File: config.mk
export PLATFORM = sky130hd
export DESIGN_NAME = main_unit
export DESIGN_NICKNAME = d
export VERILOG_FILES = /design/src/rtl/main_unit.sv
export SDC_FILE = /design/constraint.sdc
export NUM_CORES = 1
export LEC_CHECK = 0
export CAP_MARGIN = 15
export CORE_UTILIZATION = 50
export DETAILED_ROUTE_END_ITERATION = 8
export GPL_TIMING_DRIVEN = 0
export PLACE_DENSITY = 0.84
export SYNTH_ARGS = -nofsm -noshare
export SYNTH_HDL_FRONTEND = slang
export SYNTH_SLANG_ARGS = --single-unit
File: constraint.sdc
create_clock -name clk -period 2.55 [get_ports clk]
set_input_delay 0.255 -clock clk [delete_from_list [all_inputs] [get_ports clk]]
set_output_delay 0.255 -clock clk [all_outputs]
set_load 0.1 [all_outputs]
File: src/rtl/main_unit.sv
// main_unit: button-stepped six-state control unit with 8-bit data register
// and a free-running 4-digit display scan. Rev 1.0
`default_nettype none

module main_unit #(
  parameter int DEB_CYCLES = 16,
  parameter int SCAN_DIV   = 16
) (
  input  logic       clk,
  input  logic       rst,
  input  logic       count,
  input  logic [7:0] U,
  output logic [3:0] a,
  output logic [1:0] state,
  output logic [7:0] C_to_print,
  output logic [2:0] state_to_print
);

  typedef enum logic [2:0] {
    N0 = 3'd0,
    N1 = 3'd1,
    N2 = 3'd2,
    N3 = 3'd3,
    N4 = 3'd4,
    N5 = 3'd5
  } fsm_t;

  localparam logic [7:0] DEB_LAST = 8'(DEB_CYCLES - 1);
  localparam logic [7:0] DEB_SAT  = 8'(DEB_CYCLES);
  localparam int         PW       = (SCAN_DIV > 1) ? $clog2(SCAN_DIV) : 1;
  localparam logic [PW-1:0] PRESC_LAST = PW'(SCAN_DIV - 1);

  logic [7:0]    dc;
  logic          step;
  fsm_t          fsm;
  logic [7:0]    c_reg;
  logic [PW-1:0] presc;

  // Saturating at DEB_CYCLES keeps dc off DEB_LAST until count drops, so a
  // long press yields exactly one step and one low sample re-arms it.
  assign step = count && (dc == DEB_LAST);

  always_ff @(posedge clk) begin
    if (rst || !count) begin
      dc <= 8'd0;
    end else if (dc < DEB_SAT) begin
      dc <= dc + 8'd1;
    end
  end

  always_ff @(posedge clk) begin
    if (rst) begin
      fsm   <= N0;
      c_reg <= 8'h00;
    end else if (step) begin
      case (fsm)
        N0: begin
          c_reg <= U;
          fsm   <= U[0] ? N0 : N2;
        end
        N1: begin
          c_reg <= c_reg + U;
          fsm   <= U[4] ? N1 : N3;
        end
        N2: begin
          c_reg <= c_reg ^ U;
          fsm   <= U[7] ? N2 : N1;
        end
        N3: begin
          c_reg <= c_reg - U;
          fsm   <= U[5] ? N4 : N3;
        end
        N4: begin
          c_reg <= {c_reg[6:0], c_reg[7]};
          fsm   <= N5;
        end
        N5: begin
          c_reg <= c_reg & U;
          fsm   <= U[3] ? N0 : N5;
        end
        default: fsm <= N0;
      endcase
    end
  end

  always_ff @(posedge clk) begin
    if (rst) begin
      presc <= '0;
      state <= 2'd0;
    end else if (presc == PRESC_LAST) begin
      presc <= '0;
      state <= state + 2'd1;
    end else begin
      presc <= presc + 1'b1;
    end
  end

  assign a              = ~(4'b0001 << state);
  assign C_to_print     = c_reg;
  assign state_to_print = fsm;

endmodule

`default_nettype wire

## Yosys cells after proc, flatten, opt, wreduce, memory -nomap -nowiden

Cells that the tools add are included.

| storage, ports and cells | value |
|---|---|
| flip-flop bits (word level) | 25 |
| input port bits | 11 |

| cells by class | value |
|---|---|
| $add $sub $neg | 5 |
| magnitude comparators | 1 |
| eq/ne operators | 7 |
| shift operators | 1 |
| multiplexer cells | 7 |
| bitwise gates (word level) | 3 |
| reduce and logical (&&, ||, !) cells | 7 |

Operators by type and width:

| kind | number |
|---|---|
| $pmux 8 s6 | 1 |
| $pmux 3 s6 | 1 |
| $add 8x1->8 const B | 1 |
| $add 8x8->8 | 1 |
| $and 8x8->8 | 1 |
| $eq 8x4->1 const B | 1 |
| $lt 8x5->1 const B | 1 |
| $sub 8x8->8 | 1 |
| $xor 8x8->8 | 1 |
| $eq 3x2->1 const B | 2 |
| $eq 3x3->1 const B | 2 |
| $mux 2 | 3 |
| $mux 3 | 2 |
| $reduce_bool 6->1 | 1 |
| $add 4x1->4 const B | 1 |
| $eq 4x4->1 const B | 1 |
| $not 4->4 | 1 |
| $shl 1x2->4 const A | 1 |
| $eq 3x1->1 const B | 1 |
| $logic_not 3->1 | 1 |
| $add 2x1->2 const B | 1 |
| $reduce_and 2->1 | 1 |
| $reduce_or 2->1 | 1 |
| $logic_and 1x1->1 | 1 |
| 2 further kinds | 2 |

## Logic depth before layout (Yosys ltp)

| depth | value |
|---|---|
| depth after elaboration | 3 |
| gate-level depth with buffers | 13 |
| gate-level depth less buffers | 11 |

## Least setup slack after synthesis

OpenSTA, ideal clock, no wires.

| timing path | value |
|---|---|
| path kind | reg-to-reg |
| start point | register fsm[2] (netlist: state_to_print[2]) |
| end point | register c_reg[4] (netlist: C_to_print[4]) |
| setup time | 0.128 ns |
| arrival | 2.981 ns |
| data required time | 2.422 ns |
| setup slack | -0.559 ns |
| cell stages (with the launch flop) | 13 |
| path buffers | 2 |
| clock period less this slack | 3.109 ns |
| cell sequence | dfxtp_1 -> buf_2 -> nor2b_1 -> and2_1 -> buf_2 -> mux2_2 -> fa_1 -> nor2b_1 -> o31a_1 -> a21oi_1 -> a21oi_1 -> a2bb2oi_1 -> nor2_1 |

| on the way | value |
|---|---|
| word-level cells in the longest chain between the ends | 3 |

RTL lines:

| item | RTL line | text |
|---|---|---|
| start: declaration | 35 | `fsm_t fsm;` |
| start signal: assignment | 59 | `fsm <= U[0] ? N0 : N2;` |
| start signal: assignment | 63 | `fsm <= U[4] ? N1 : N3;` |
| start signal: assignment | 67 | `fsm <= U[7] ? N2 : N1;` |
| $eq 3x3->1, or another cell as far along | 56 | `case (fsm)` |
| $reduce_bool 6->1 (no source line) | - |  |
| $reduce_and 2->1 (no source line) | - |  |
| end signal: assignment | 62 | `c_reg <= c_reg + U;` |
| end signal: assignment | 66 | `c_reg <= c_reg ^ U;` |
| end signal: assignment | 70 | `c_reg <= c_reg - U;` |
| end: declaration | 36 | `logic [7:0] c_reg;` |

Parallel ways exist; a longest one is shown, timed or not.
A chain may end at the register's enable or synchronous reset.

## Worst setup path in the final report

| timing path | value |
|---|---|
| start point | register fsm[1] (netlist: state_to_print[1]) |
| end point | register c_reg[6] (netlist: C_to_print[6]) |

Same word-level chain as after synthesis.

==> summary.md <==
| Metric | Value |
|---|---|
| Status | `finished, final reports clean` |
| Die Area | `4270 um^2` |
| GRT Resource Usage Total | `22.9%` |
| Worst Hold Class | `reg -> reg` |
| YS warnings | `0` |
| Die width | `65.3 um` |
| Main synth FF type | `dfxtp_1` |
| Slew HR | `34.8%` |
| Multi-input gate area | `1420 um^2` |
| Final Cycle Share | `97.5%` |
| Post-DP HPWL | `3510 um` |
| Buffers added on ports | `27` |
| Final nets | `317` |
| Post-Syn Area | `2000 um^2` |
| Starting Density | `53.5%` |
| Drt drc | `0` |
| H-tree levels | `1` |
| Final Hold Fails | `0` |
| Synth cell types | `55` |
| Setup_tns | `0 ps` |
| Die Y-Extent | `65.3 um` |
| Crit-path max FO | `8` |
| Final core area utilization | `66.7%` |
| Clock slew at reported path FFs | `90 ps` |
| Storage element area | `512 um^2` |
| Worst-Skew Late Latency | `270 ps` |
| Number of diodes | `0` |
| Arrival time worst endpoint | `2680 ps` |
| Final-report setup violation count | `0` |
| DRT Pass-1 Iters | `5` |
| Vias | `1885` |
| Global-route wire length before repair | `7490 um` |
| MaxCap Viol Count | `0` |
| Post-Route WL | `4810 um` |
| Syn avg cell area | `8.18 um^2` |
| Via/cell ratio | `5.71` |
| Max Clk Rate | `402 MHz` |
| Pins Over Slew Limit | `0` |
| Period minus WS final | `2490 ps` |
| Crit Path Category | `reg -> reg` |
| #FFs+latches synth | `25` |
| TritonCTS Buffers | `3` |
| Hold WS | `505 ps` |
| Worst-margin pin slew | `974 ps` |
| Core Area | `3740 um^2` |
| Tot Pwr | `0.763 mW` |
| Syn nets | `279` |
| ANT nets after route | `0` |
| CTS tree | `done` |
| # IOs | `28` |
| CTS root buffer | `clkbuf_8` |
| Grt ovf | `0` |
| Crit end category | `register` |
| Drt wl/cell | `14.6 um` |
| Setup crit start kind | `register` |
| Syn-to-layout area delta | `24.6%` |
| Share of cells above drive strength 1 | `14.9%` |
| Pwr/cell area | `305 nW/um^2` |
| Clk buf depth | `2` |
| Req. time, crit path | `2740 ps` |
| Synthesized instance count | `245` |
| P_leak | `1.02 nW` |
| DRT iter0 DRCs | `84` |
| Hold_buf cts | `0` |
| Post-Place Cells | `320` |
| Register area share after synthesis | `25.0%` |
| Final Non-Filler Cells | `330` |
| Initial antenna violation count | `0` |
| Number of global-route vias before repair | `1646` |
| Standard-cell rows | `22` |
| # fillers | `328` |
| Clk_skew | `3.04 ps` |
| FFs w/ async S/R, synth | `0%` |
| Worst vdd ir | `0.434 mV` |
| CTS Sinks | `25` |
| Placer congestion estimate | `0.938` |
| Number of synthesized flops with an enable pin | `0` |
| Pin count of the biggest net entering global routing | `16` |
==> where the power goes <==
group	internal, mW	leakage [nW]	total, mW	switching (mW)
clock	0.111	0.0217	0.241	0.130
sequential	0.392	0.205	0.398	0.00516
combinational	0.0608	0.792	0.124	0.0633
==> stage by stage <==
| stage | cell area (um^2) | setup slack [ps] |
|---|---|---|
| floorplan | 2030 | 1.09 |
| global placement | 2360 | -376 |
| detailed placement | 2360 | -456 |
| CTS | 2420 | 2.31 |
| global route | 2500 | -41.9 |
| finish | 2500 | 63.2 |
==> worst max-delay path: stages, from the launching register on <==
cell and delay (ps):
dfxtp_4 380, nor2b_4 150, and2_4 150, buf_6 120, mux2_4 320, fa_2 400
nor2b_2 140, o31a_1 180, o22ai_2 100, xnor2_1 180, nand3_1 100, a31oi_1 200
==> cells by family (layout without fill, tap and decap cells) <==
group | count (synthesis) | in the layout | share of synthesized area, %
and+or+nand+nor | 79 | 79 | 21.7
buffers and inverters | 29 | 66 | 6.62
xor gates and xnor gates | 17 | 17 | 7.43
adders and majority gates | 23 | 23 | 14.7
muxes | 5 | 5 | 2.62
AOI/OAI and AO/OA | 67 | 67 | 22.0
DFF | 25 | 25 | 25.0
==> per-layer routing <==
| layer | wire (um) | track usage (%) |
|---|---|---|
| met3 | 304 | 3.99 |
| met1 | 2260 | 31.2 |
| met2 | 2230 | 37.0 |
| met5 | 0 | 0 |
| met4 | 17 | 5.98 |
==> cell type report <==
type,count,share of cell area (%)
multi-input cells,191,56.7
flip-flops and latches,25,20.5
repair buffers,35,13.2
plain buffers,11,2.81
inverters,16,2.40
well taps,48,2.40
clock buffers,3,1.65
clock inverters,1,0.301
==> what timing repair did <==
item,CTS,global route
gates resized for setup,5,11
pin swaps,4,8
endpoints found under the setup margin,4,4
buffers inserted,0,8
==> state kept, by name, indices dropped and copies added (netlist names) <==
signal          flops
dc                  8
state               2
state_to_print      3
presc               4
C_to_print          8
==> cell usage after synthesis (3+ instances only) <==
cell type	number	area share (%)
clkbuf_1	6	1.1
nand3_1	6	1.5
nand2b_1	4	1.2
dfxtp_1	25	25
nor2_1	24	4.5
o21ai_0	15	3.7
nor2b_1	8	2.5
buf_2	3	0.75
o211ai_1	3	1.1
a21oi_1	20	5.0
nor3_1	5	1.2
inv_1	16	3.0
mux2i_1	3	1.5
and2_1	3	0.94
nand2_1	13	2.4
xnor2_1	13	5.7
xor2_1	4	1.7
a31oi_1	5	1.6
o32ai_1	4	1.7
ha_1	22	14
==> final timing paths <==
check	from	to	slack, ps	depth (start not counted)
setup / recovery	state_to_print[1]$_SDFFE_PP0P_	C_to_print[6]$_SDFFE_PP0P_	60	11
hold reg to reg	presc[3]$_SDFF_PP0_	presc[3]$_SDFF_PP0_	510	2
hold / removal	presc[3]$_SDFF_PP0_	presc[3]$_SDFF_PP0_	510	2
setup reg to reg	state_to_print[1]$_SDFFE_PP0P_	C_to_print[6]$_SDFFE_PP0P_	60	11
==> cell usage in the layout, fill, tap and decap left out, drive strengths merged, types with 7 or more instances in the layout <==
cell            n
a21oi          21
buf            14
clkbuf          9
clkdlybuf4s50  24
dfxtp          25
ha             22
inv            16
nand2          14
nand3           7
nor2           24
nor2b           8
o21ai          15
xnor2          13
Note: power is estimated with default switching activity, not from simulation.
